==> src/rtl/parking_pkg.sv <==
// Shared types and constants for the parking lot exit path.
package parking_pkg;

  typedef enum logic [2:0] {
    StIdle,
    StSearch,
    StTravelUp,
    StHoldCheck,
    StLoad,
    StTravelDown,
    StBill
  } exit_state_e;

  localparam int unsigned SlotAddrW = 4;
  localparam int unsigned FloorW    = 3;
  localparam int unsigned PlateW    = 16;
  localparam int unsigned TimeW     = 16;
  localparam int unsigned SlotW     = 32;

  // Slot word layout: {entry_time, plate}
  localparam int unsigned PlateLsb = 0;
  localparam int unsigned EntryLsb = 16;
  localparam int unsigned SuvBit   = 15;

  localparam logic [PlateW-1:0] PlateEmpty  = 16'h0000;
  localparam logic [FloorW-1:0] GroundFloor = 3'd0;

endpackage

==> src/rtl/parking_exit_if.sv <==
// Request, slot-table and result signals of the exit controller.
interface parking_exit_if;
  import parking_pkg::*;

  logic                 out_mode;
  logic [PlateW-1:0]    license_plate;
  logic                 leakage;
  logic [FloorW-1:0]    leakage_floor;
  logic [TimeW-1:0]     time_now;
  logic                 slot_rd_en;
  logic [SlotAddrW-1:0] slot_rd_addr;
  logic [SlotW-1:0]     slot_rd_data;
  logic                 slot_clr;
  logic [SlotAddrW-1:0] slot_clr_addr;
  logic                 busy;
  logic [FloorW-1:0]    current_floor;
  logic [PlateW-1:0]    moving;
  logic                 plate_type;
  logic [7:0]           fee;
  logic                 done;
  logic                 not_found;

  modport master (
    input  out_mode, license_plate, leakage, leakage_floor, time_now, slot_rd_data,
    output slot_rd_en, slot_rd_addr, slot_clr, slot_clr_addr, busy, current_floor,
    output moving, plate_type, fee, done, not_found
  );

  modport slave (
    output out_mode, license_plate, leakage, leakage_floor, time_now, slot_rd_data,
    input  slot_rd_en, slot_rd_addr, slot_clr, slot_clr_addr, busy, current_floor,
    input  moving, plate_type, fee, done, not_found
  );

endinterface

==> src/rtl/exit_fee_calc.sv <==
// Combinational parking fee: billed units of elapsed time times a per-type rate, saturated.
module exit_fee_calc
  import parking_pkg::*;
#(
  parameter int unsigned UNIT_SHIFT = 4,
  parameter int unsigned SEDAN_RATE = 2,
  parameter int unsigned SUV_RATE   = 3
) (
  input  logic [TimeW-1:0] time_now_i,
  input  logic [TimeW-1:0] entry_time_i,
  input  logic             suv_i,
  output logic [7:0]       fee_o
);

  logic [TimeW-1:0] elapsed;
  logic [TimeW-1:0] units;
  logic [23:0]      rate;
  logic [23:0]      raw;

  always_comb begin
    // Modular subtraction keeps timebase wrap-around correct
    elapsed = time_now_i - entry_time_i;
    units   = elapsed >> UNIT_SHIFT;
    rate    = suv_i ? 24'(SUV_RATE) : 24'(SEDAN_RATE);
    raw     = (24'(units) + 24'd1) * rate;
    fee_o   = (raw > 24'd255) ? 8'hFF : raw[7:0];
  end

endmodule

==> src/rtl/parking_exit_controller.sv <==
// Exit path: find the plate in the slot table, fetch the car, free the slot and bill it.
module parking_exit_controller
  import parking_pkg::*;
#(
  parameter int unsigned NUM_SLOTS    = 14,
  parameter int unsigned FLOOR_CYCLES = 4,
  parameter int unsigned UNIT_SHIFT   = 4,
  parameter int unsigned SEDAN_RATE   = 2,
  parameter int unsigned SUV_RATE     = 3
) (
  input  logic           clock_i,
  input  logic           reset_i,
  parking_exit_if.master bus
);

  localparam int unsigned IdxW  = SlotAddrW + 1;
  localparam int unsigned StepW = (FLOOR_CYCLES > 1) ? $clog2(FLOOR_CYCLES) : 1;

  exit_state_e          state_q, state_d;
  logic [IdxW-1:0]      rd_idx_q, rd_idx_d;
  logic                 cmp_vld_q, cmp_vld_d;
  logic [SlotAddrW-1:0] cmp_idx_q, cmp_idx_d;
  logic [PlateW-1:0]    plate_q, plate_d;
  logic                 plate_type_q, plate_type_d;
  logic [SlotAddrW-1:0] slot_q, slot_d;
  logic [TimeW-1:0]     entry_q, entry_d;
  logic [FloorW-1:0]    target_q, target_d;
  logic [FloorW-1:0]    floor_q, floor_d;
  logic [StepW-1:0]     step_q, step_d;
  logic [7:0]           fee_load_q, fee_load_d;
  logic [7:0]           fee_q, fee_d;
  logic                 not_found_q, not_found_d;

  logic       hit, issuing, last_miss, step_done, leak_block;
  logic [7:0] fee_calc;

  exit_fee_calc #(
    .UNIT_SHIFT (UNIT_SHIFT),
    .SEDAN_RATE (SEDAN_RATE),
    .SUV_RATE   (SUV_RATE)
  ) u_fee_calc (
    .time_now_i   (bus.time_now),
    .entry_time_i (entry_q),
    .suv_i        (plate_type_q),
    .fee_o        (fee_calc)
  );

  // A hit suppresses the read issued in the same cycle, so no slot past the match is read
  assign hit        = (state_q == StSearch) && cmp_vld_q &&
                      (bus.slot_rd_data[PlateLsb +: PlateW] == plate_q);
  assign issuing    = (state_q == StSearch) && (rd_idx_q < IdxW'(NUM_SLOTS)) && !hit;
  assign last_miss  = (state_q == StSearch) && cmp_vld_q && !hit &&
                      (cmp_idx_q == SlotAddrW'(NUM_SLOTS - 1));
  assign step_done  = (step_q == StepW'(FLOOR_CYCLES - 1));
  assign leak_block = bus.leakage && (bus.leakage_floor == target_q);

  always_ff @(posedge clock_i) begin
    if (reset_i) begin
      state_q      <= StIdle;
      rd_idx_q     <= '0;
      cmp_vld_q    <= 1'b0;
      cmp_idx_q    <= '0;
      plate_q      <= '0;
      plate_type_q <= 1'b0;
      slot_q       <= '0;
      entry_q      <= '0;
      target_q     <= '0;
      floor_q      <= GroundFloor;
      step_q       <= '0;
      fee_load_q   <= '0;
      fee_q        <= '0;
      not_found_q  <= 1'b0;
    end else begin
      state_q      <= state_d;
      rd_idx_q     <= rd_idx_d;
      cmp_vld_q    <= cmp_vld_d;
      cmp_idx_q    <= cmp_idx_d;
      plate_q      <= plate_d;
      plate_type_q <= plate_type_d;
      slot_q       <= slot_d;
      entry_q      <= entry_d;
      target_q     <= target_d;
      floor_q      <= floor_d;
      step_q       <= step_d;
      fee_load_q   <= fee_load_d;
      fee_q        <= fee_d;
      not_found_q  <= not_found_d;
    end
  end

  always_comb begin
    state_d      = state_q;
    rd_idx_d     = rd_idx_q;
    cmp_vld_d    = cmp_vld_q;
    cmp_idx_d    = cmp_idx_q;
    plate_d      = plate_q;
    plate_type_d = plate_type_q;
    slot_d       = slot_q;
    entry_d      = entry_q;
    target_d     = target_q;
    floor_d      = floor_q;
    step_d       = step_q;
    fee_load_d   = fee_load_q;
    fee_d        = fee_q;
    not_found_d  = 1'b0;
    unique case (state_q)
      StIdle: begin
        if (bus.out_mode) begin
          if (bus.license_plate != PlateEmpty) begin
            plate_d      = bus.license_plate;
            plate_type_d = bus.license_plate[SuvBit];
            rd_idx_d     = '0;
            cmp_vld_d    = 1'b0;
            state_d      = StSearch;
          end else begin
            not_found_d = 1'b1;
          end
        end
      end
      StSearch: begin
        cmp_vld_d = issuing;
        cmp_idx_d = rd_idx_q[SlotAddrW-1:0];
        if (issuing) rd_idx_d = rd_idx_q + 1'b1;
        if (hit) begin
          slot_d   = cmp_idx_q;
          entry_d  = bus.slot_rd_data[EntryLsb +: TimeW];
          target_d = FloorW'(cmp_idx_q >> 1) + 3'd1;
          step_d   = '0;
          state_d  = StTravelUp;
        end else if (last_miss) begin
          not_found_d = 1'b1;
          state_d     = StIdle;
        end
      end
      StTravelUp: begin
        if (floor_q == target_q) begin
          state_d = StHoldCheck;
        end else if (step_done) begin
          step_d  = '0;
          floor_d = floor_q + 3'd1;
        end else begin
          step_d = step_q + 1'b1;
        end
      end
      StHoldCheck: begin
        if (!leak_block) state_d = StLoad;
      end
      StLoad: begin
        fee_load_d = fee_calc;
        step_d     = '0;
        state_d    = StTravelDown;
      end
      StTravelDown: begin
        if (floor_q == GroundFloor) begin
          fee_d   = fee_load_q;
          state_d = StBill;
        end else if (step_done) begin
          step_d  = '0;
          floor_d = floor_q - 3'd1;
        end else begin
          step_d = step_q + 1'b1;
        end
      end
      StBill: begin
        state_d = StIdle;
      end
      default: state_d = StIdle;
    endcase
  end

  always_comb begin
    bus.slot_rd_en    = issuing;
    bus.slot_rd_addr  = issuing ? rd_idx_q[SlotAddrW-1:0] : '0;
    bus.slot_clr      = (state_q == StLoad);
    bus.slot_clr_addr = (state_q == StLoad) ? slot_q : '0;
    bus.busy          = (state_q != StIdle) && (state_q != StBill);
    bus.current_floor = floor_q;
    bus.moving        = ((state_q == StLoad) || (state_q == StTravelDown)) ? plate_q : PlateEmpty;
    bus.plate_type    = plate_type_q;
    bus.fee           = fee_q;
    bus.done          = (state_q == StBill);
    bus.not_found     = not_found_q;
  end

endmodule

==> src/flat_wrapper.sv <==
// flat-port wrapper written by rule: the top's interface ports become plain ports
module parking_exit_controller_flat import parking_pkg::*;
#(
  parameter int unsigned NUM_SLOTS    = 14,
  parameter int unsigned FLOOR_CYCLES = 4,
  parameter int unsigned UNIT_SHIFT   = 4,
  parameter int unsigned SEDAN_RATE   = 2,
  parameter int unsigned SUV_RATE     = 3
)
  (clock_i, reset_i, bus_out_mode, bus_license_plate, bus_leakage, bus_leakage_floor, bus_time_now, bus_slot_rd_data, bus_slot_rd_en, bus_slot_rd_addr, bus_slot_clr, bus_slot_clr_addr, bus_busy, bus_current_floor, bus_moving, bus_plate_type, bus_fee, bus_done, bus_not_found);
  parking_exit_if bus_i ();
  input  logic clock_i;
  input  logic reset_i;
  input wire logic [$bits(bus_i.out_mode)-1:0] bus_out_mode;
  input wire logic [$bits(bus_i.license_plate)-1:0] bus_license_plate;
  input wire logic [$bits(bus_i.leakage)-1:0] bus_leakage;
  input wire logic [$bits(bus_i.leakage_floor)-1:0] bus_leakage_floor;
  input wire logic [$bits(bus_i.time_now)-1:0] bus_time_now;
  input wire logic [$bits(bus_i.slot_rd_data)-1:0] bus_slot_rd_data;
  output wire logic [$bits(bus_i.slot_rd_en)-1:0] bus_slot_rd_en;
  output wire logic [$bits(bus_i.slot_rd_addr)-1:0] bus_slot_rd_addr;
  output wire logic [$bits(bus_i.slot_clr)-1:0] bus_slot_clr;
  output wire logic [$bits(bus_i.slot_clr_addr)-1:0] bus_slot_clr_addr;
  output wire logic [$bits(bus_i.busy)-1:0] bus_busy;
  output wire logic [$bits(bus_i.current_floor)-1:0] bus_current_floor;
  output wire logic [$bits(bus_i.moving)-1:0] bus_moving;
  output wire logic [$bits(bus_i.plate_type)-1:0] bus_plate_type;
  output wire logic [$bits(bus_i.fee)-1:0] bus_fee;
  output wire logic [$bits(bus_i.done)-1:0] bus_done;
  output wire logic [$bits(bus_i.not_found)-1:0] bus_not_found;
  assign bus_i.out_mode = bus_out_mode;
  assign bus_i.license_plate = bus_license_plate;
  assign bus_i.leakage = bus_leakage;
  assign bus_i.leakage_floor = bus_leakage_floor;
  assign bus_i.time_now = bus_time_now;
  assign bus_i.slot_rd_data = bus_slot_rd_data;
  assign bus_slot_rd_en = bus_i.slot_rd_en;
  assign bus_slot_rd_addr = bus_i.slot_rd_addr;
  assign bus_slot_clr = bus_i.slot_clr;
  assign bus_slot_clr_addr = bus_i.slot_clr_addr;
  assign bus_busy = bus_i.busy;
  assign bus_current_floor = bus_i.current_floor;
  assign bus_moving = bus_i.moving;
  assign bus_plate_type = bus_i.plate_type;
  assign bus_fee = bus_i.fee;
  assign bus_done = bus_i.done;
  assign bus_not_found = bus_i.not_found;
  parking_exit_controller #(.NUM_SLOTS(NUM_SLOTS), .FLOOR_CYCLES(FLOOR_CYCLES), .UNIT_SHIFT(UNIT_SHIFT), .SEDAN_RATE(SEDAN_RATE), .SUV_RATE(SUV_RATE)) u_core (.clock_i(clock_i), .reset_i(reset_i), .bus(bus_i));
endmodule
==> config.mk <==
export PLATFORM = sky130hd
export DESIGN_NAME = parking_exit_controller_flat
export DESIGN_NICKNAME = d
export VERILOG_FILES = /design/src/rtl/parking_pkg.sv /design/src/rtl/parking_exit_if.sv /design/src/rtl/exit_fee_calc.sv /design/src/rtl/parking_exit_controller.sv /design/src/flat_wrapper.sv
export SDC_FILE = /design/constraint.sdc
export NUM_CORES = 1
export LEC_CHECK = 0
export ABC_AREA = 0
export CORE_MARGIN = 5
export CORE_UTILIZATION = 25
export DETAILED_ROUTE_END_ITERATION = 10
export PLACE_DENSITY = 0.52
export SYNTH_ARGS = -nofsm -noshare
export SYNTH_HDL_FRONTEND = slang
export SYNTH_SLANG_ARGS = --single-unit
==> constraint.sdc <==
create_clock -name clock_i -period 7 [get_ports clock_i]
set_input_delay 1.4 -clock clock_i [delete_from_list [all_inputs] [get_ports clock_i]]
set_output_delay 1.4 -clock clock_i [all_outputs]
set_load 0.005 [all_outputs]
==> results.toml, run 1 <==
[pwr]
internal_power_uw = 867
switchingPower_uw = 348
power_density_nw_per_um2 = 178
switching_share_pct = 28.6
clkPwrFrac_pct = 41.8
combinationalPowerShare_pct = 21.4
seqPwrFrac_pct = 36.8
vdd_drop_max_uv = 109
p_leak_uw = 0.00266

[sta]
worst_pin_slew_ns = 0.824
finalCritPeriodShare_pct = 92.3
drv_slew = 0
finalHoldWorstSlack_ns = 0.463
setup_viol = 0
finalHoldViolations = 0
max_freq_mhz = 155
rsz0062_at_grt = "false"
slew_headroom_pct = 45.1
finClkSkew_ns = 0.00614
finalSetupTns_ns = 0
post-route-min-period_ns = 6.46

[global_route]
overflow = 0
grt.busiest_layer = "met2"
grt_util_met2_pct = 18.9
grt_first_pass_wirelength_mm = 23.8
grt_use_met3_pct = 2.29
first_global_vias = 4562
met1_usage_pct = 17.2
track_usage_pct = 12.3
grt_max_degree = 75
grt_antenna_before_repair = 0

[routing]
vias = 4638
drc = 0
drt_iter0_markers = 277
drt_first_pass_iters = 6
wire_per_inst_microns = 14.5
wl_mm = 14.7
routed_via_density = 4.56
final_antenna_net_count = 0

[run_status]
outcome = "finished, final reports clean"

[synth]
ys_ff_latch = 74
synth_flop_cell = "dfxtp_1"
synthCells = 637
synthSimpleGateAreaFrac_pct = 25.6
synth_area_per_cell_sq_um = 8.07
synth_fa_ha_area_share_pct = 8.22
synth.largest_area_cell = "dfxtp_1"
synth_xor_area_share_pct = 9.37
ys_warn_count = 0
synth_edf_count = 0
ys_top_cells_by_area = "dfxtp_1 (29%), ha_1 (7.1%), xnor2_1 (6.6%)"
synth_nets = 739
synth_top_family_by_area = "simple AND/OR/NAND/NOR gates"
seq_area_frac_synth_pct = 28.8
synth-compound-area-share_pct = 16.4
async_flop_share_pct = 0
synth_top_area_share_pct = 28.8
synth_cell_type_count = 73
synthMuxAreaShare_pct = 6.45
syn_area_sq_um = 5140

[floorplanning]
die_x_microns = 153
initial_utilization_pct = 25.4
die_h_microns = 153
rows = 52
io_pins = 112
core-area_sq_um = 20200
die-area_sq_um = 23500

[hold_path]
holdPathEnd = "u_core.step_q[1]"
hp-class = "reg2reg"
hold_depth = 2
min_from = "u_core.step_q[1]"

[worst_setup_path]
cp.arrival_ns = 6.65
critPathLaunchType = "input pin"
end_kind = "flip-flop"
r2r_end = "u_core.fee_load_q[6]"
worstSetupPathType = "in2reg"
required_ns = 7.19
worst_r2r_path_depth = 24
reg2reg_from = "u_core.entry_q[1]"
worstPathMaxFanout = 8
r2r_setup_slack_ns = 1.65

[clocking]
clockBufferDepth = 2
cts-root-buf = "clkbuf_16"
clk_pin_slew_ns = 0.06
htreeDepth = 3
insertion_delay_ns = 0.34
clock_sink_count = 74
cts_tree = "yes"
numCtsBuffers = 9

[finish]
layout-drive-gt1-share_pct = 6.30
antenna_cells = 0
layout_commonest_cell = "clkdlybuf4s50_1"
final_area_sq_um = 6840
final_cell_mix = "clkdlybuf4s50_1 (110), dfxtp_1 (74), nor2_1 (65), nand2_1 (65), a21oi_1 (48)"
fillerInstances = 2117
instances_no_fill = 1016
area_growth_pct = 33.1
final_nets = 844

[placement]
place_inst = 1000
dpl.hpwl_mm = 11.5
place_area_sq_um = 6520
portBuffers = 111
globalplace.congestion = 0.800

[flow_run]
drv_cap = 0
[power by group through the flow]
stage	Sequential, uW	Combinational, uW	Clock [uW]
floorplan	446	178	0
global placement	457	259	0
detailed placement	457	259	0
CTS	447	261	524
global route	449	290	539
finish	447	260	508
[synthesized netlist by cell type (all sizes together) (3+ instances only)]
cell     count
a31oi        7
or2          4
inv         29
nor3        14
xor2        16
nor4        11
o21ai       17
nand3       12
xnor2       39
buf          4
or4          3
nand2b       3
o21a         4
a211oi      13
a21oi       49
nor2b        8
ha          29
clkbuf      21
dfxtp       74
mux2i       32
nand4       10
and3         3
a2111oi      3
o31ai        3
or3          6
a21o         9
nand2       65
nor2        65
nand3b       3
and2        41
and4         3
[flip-flops by register name (all words and copies together) (netlist names)]
signal                    count
u_core.step_q                 2
u_core.fee_load_q             8
u_core.bus.current_floor      3
u_core.bus.plate_type         1
u_core.bus.fee                8
u_core.state_q                3
u_core.slot_q                 4
u_core.rd_idx_q               5
u_core.cmp_vld_q              1
u_core.target_q               3
u_core.entry_q               16
u_core.plate_q               15
u_core.cmp_idx_q              4
u_core.bus.not_found          1
[metal layers]
layer | part of all wire (%) | vias up
li1 | - | 2444
met1 | 51 | 2102
met2 | 43 | 75
met3 | 3.7 | 17
met4 | 2.2 | 0
met5 | 0 | -
[timing repair]
item	CTS	global route
buffers inserted	0	1
gates resized for setup	0	1
hold buffers	0	0
setup endpoints to repair	0	8
[cell type report]
| cell class | count | area (sq um) | share of cell area (%) |
|---|---|---|---|
| multi-input combinational | 506 | 3410 | 49.9 |
| clock buffer | 9 | 225 | 3.29 |
| clock inverter | 6 | 90.1 | 1.32 |
| timing repair buffer | 122 | 1190 | 17.4 |
| tap | 270 | 338 | 4.94 |
| sequential | 74 | 1480 | 21.6 |
| inverter | 29 | 109 | 1.59 |
[worst max path at each step]
stage | slack (ns) | cells past startpoint | start | to
2_1_floorplan | 0.45 | 24 | bus_time_now[2] | u_core.fee_load_q[2]
3_3_place_gp | 0.08 | 23 | bus_time_now[1] | u_core.fee_load_q[2]
3_5_place_dp | -0.07 | 23 | bus_time_now[2] | u_core.fee_load_q[4]
4_1_cts | 0.26 | 23 | bus_time_now[2] | u_core.fee_load_q[6]
5_1_grt | 0.06 | 24 | bus_time_now[2] | u_core.fee_load_q[6]
6_report | 0.54 | 25 | bus_time_now[2] | u_core.fee_load_q[6]
[through the flow]
stage / total power (uW) / util [%] / setup slack (ns)
after floorplan: 624 / - / 0.451
after global placement: 716 / 32.2 / 0.0822
after detailed placement: 716 / 32.2 / -0.0657
after CTS: 1230 / 33.8 / 0.257
after global routing: 1280 / 33.8 / 0.0585
final: 1210 / 33.8 / 0.537
[kinds of logic (layout without fill, tap and decap cells)]
| family | count (synthesis) | count (layout) |
|---|---|---|
| muxes | 33 | 33 |
| and+or+nand+nor | 261 | 261 |
| xor gates and xnor gates | 55 | 55 |
| adders and majority gates | 33 | 33 |
| buffers and inverters | 57 | 166 |
| DFF | 74 | 74 |
| AOI/OAI and AO/OA | 124 | 124 |
[critical path, stage by stage]
cell	delay, ns
clkdlybuf4s50_1	0.41
ha_1	0.32
a21oi_1	0.14
o21ai_0	0.13
a31oi_1	0.24
xor2_1	0.22
inv_1	0.08
ha_1	0.25
and3b_1	0.20
and2_1	0.15
mux2_2	0.26
a211oi_2	0.20
or3_1	0.23
nor2_1	0.09
nand2_1	0.09
xor2_1	0.14
nand2_1	0.07
xor2_1	0.16
ha_1	0.39
or4b_1	0.46
a32o_1	0.24
mux2i_1	0.16
a2111oi_4	0.32
buf_4	0.21
a211oi_1	0.08
Note: power is estimated with default switching activity, not from simulation.
==> inputs of run 2 (changes only) <==
--- a/config.mk
+++ b/config.mk
@@ -10,2 +10,3 @@
 export CORE_UTILIZATION = 25
+export CTS_BUF_LIST = sky130_fd_sc_hd__clkbuf_16
 export DETAILED_ROUTE_END_ITERATION = 10
==> constraint.sdc (replaced) <==
create_clock -name clock_i -period 7 [get_ports clock_i]
set_input_delay 1.05 -clock clock_i [delete_from_list [all_inputs] [get_ports clock_i]]
set_output_delay 1.05 -clock clock_i [all_outputs]
set_load 0.005 [all_outputs]
==> results.toml, run 2 (synthesized netlist as in run 1, its figures left out) <==
[clocking]
cts_resized = 0
clk_pin_slew_ns = 0.06
numCtsBuffers = 9
insertion_delay_ns = 0.34
cts_hold_buf = 0
clockBufferDepth = 2
htreeDepth = 3
cts-root-buf = "clkbuf_16"
cts_tree = "yes"
clock_sink_count = 74
post_cts_buffers = 0

[pwr]
p_leak_uw = 0.00265
internal_power_uw = 938
clkPwrFrac_pct = 45.1
switchingPower_uw = 345
combinationalPowerShare_pct = 20.0
vdd_drop_max_uv = 157
switching_share_pct = 26.9
power_density_nw_per_um2 = 188
seqPwrFrac_pct = 34.8

[finish]
final_util_pct = 33.8
area_growth_pct = 33.0
top_regs = "u_core.entry_q: 16 flops, u_core.plate_q: 15 flops"
final_nets = 838
antenna_cells = 0
largest_reg_flops = 16
layout_commonest_cell = "clkdlybuf4s50_1"
layout-drive-gt1-share_pct = 5.41
final_cell_mix = "clkdlybuf4s50_1 (110), dfxtp_1 (74), nor2_1 (65), nand2_1 (65), a21oi_1 (48)"
regMostFlops = "u_core.entry_q"

[placement]
globalplace.congestion = 0.832
dpl.hpwl_mm = 11.4
portBuffers = 111

[worst_setup_path]
crit_start = "bus_time_now[1]"
worstSetupPathType = "in2reg"
worst_r2r_path_depth = 23
cp.arrival_ns = 6.61
required_ns = 7.19
worstPathMaxFanout = 8
reg2reg_from = "u_core.entry_q[1]"
end_kind = "flip-flop"
critPathLaunchType = "input pin"

[global_route]
grt_first_pass_wirelength_mm = 23.7
overflow = 0
grt_max_degree = 75
first_global_vias = 4408
grt_antenna_before_repair = 0
track_usage_pct = 12.4

[sta]
finalCritPeriodShare_pct = 91.7
finalHoldViolations = 0
post-route-min-period_ns = 6.42
finalSetupTns_ns = 0
worst_pin_slew_ns = 1.11
drv_slew = 0
max_freq_mhz = 156
finalHoldWorstSlack_ns = 0.460
slew_headroom_pct = 25.4
setup_viol = 0
rsz0062_at_grt = "false"
finClkSkew_ns = 0.00535

[floorplanning]
die-area_sq_um = 23500
die_x_microns = 153
die_h_microns = 153
initial_utilization_pct = 25.4
rows = 52
core-area_sq_um = 20200
io_pins = 112

[routing]
drc = 0
wl_mm = 14.7
drt_first_pass_iters = 4
routed_via_density = 4.59
final_antenna_net_count = 0
drt_iter0_markers = 265
vias = 4632
wire_per_inst_microns = 14.5

[hold_path]
min_from = "u_core.step_q[1]"
hold_depth = 2
hp-class = "reg2reg"

[run_status]
outcome = "finished, final reports clean"

[flow_run]
drv_cap = 0
run 2: final timing paths:
| check | slack (ns) | endpoint |
|---|---|---|
| worst max register to register | 1.33 | u_core.fee_load_q[7] |
| worst min-delay path | 0.46 | u_core.step_q[1] |
| worst min register to register | 0.46 | u_core.step_q[1] |
| worst max-delay path | 0.58 | u_core.fee_load_q[7] |
run 2: cell type report:
type	instances	area, sq um
Clock buffer	9	225
Clock inverter	6	138
Fill cell	2106	13400
Inverter	29	109
Multi-Input combinational cell	506	3410
Sequential cell	74	1480
Tap cell	270	338
Timing Repair Buffer	116	1140
run 2: power groups by stage:
| stage | clock, uW | sequential, uW | combinational, uW |
|---|---|---|---|
| floorplan | 0 | 446 | 178 |
| global placement | 0 | 457 | 258 |
| detailed placement | 0 | 457 | 257 |
| CTS | 595 | 447 | 259 |
| global route | 615 | 449 | 288 |
| finish | 579 | 447 | 257 |
run 2: routing by layer:
| layer | vias up | GRT usage (%) | routed length, microns |
|---|---|---|---|
| met5 | - | 0 | 0 |
| met4 | 0 | 3.95 | 203 |
| met3 | 12 | 2.32 | 479 |
| met2 | 71 | 18.2 | 6430 |
| met1 | 2124 | 18.2 | 7540 |
| li1 | 2425 | - | - |
run 2: worst max-delay path, stage by stage:
cell and delay [ns]:
clkdlybuf4s50_1 0.40, ha_1 0.30, inv_1 0.06, o21ai_0 0.39, a21boi_0 0.23, or2_2 0.38
ha_1 0.24, and3b_1 0.20, and2_1 0.15, mux2_2 0.26, a211oi_2 0.17, or3_1 0.23
nor2_1 0.09, nand2_1 0.10, xor2_1 0.15, nand2_1 0.07, xor2_1 0.16, ha_1 0.39
or4b_1 0.45, a32o_1 0.23, mux2i_1 0.17, a2111oi_4 0.59, a211oi_1 0.15
run 2: metrics by stage:
| stage | setup WS, ns | std cells | power [uW] | instance area [sq um] |
|---|---|---|---|---|
| final | 0.578 | 1010 | 1280 | 6840 |
| after global routing | 0.0180 | 1010 | 1350 | 6840 |
| after detailed placement | 0.185 | 995 | 713 | 6480 |
| after CTS | 0.518 | 1010 | 1300 | 6840 |
| after floorplan | 0.801 | 637 | 624 | 5140 |
| after global placement | 0.251 | 995 | 714 | 6480 |
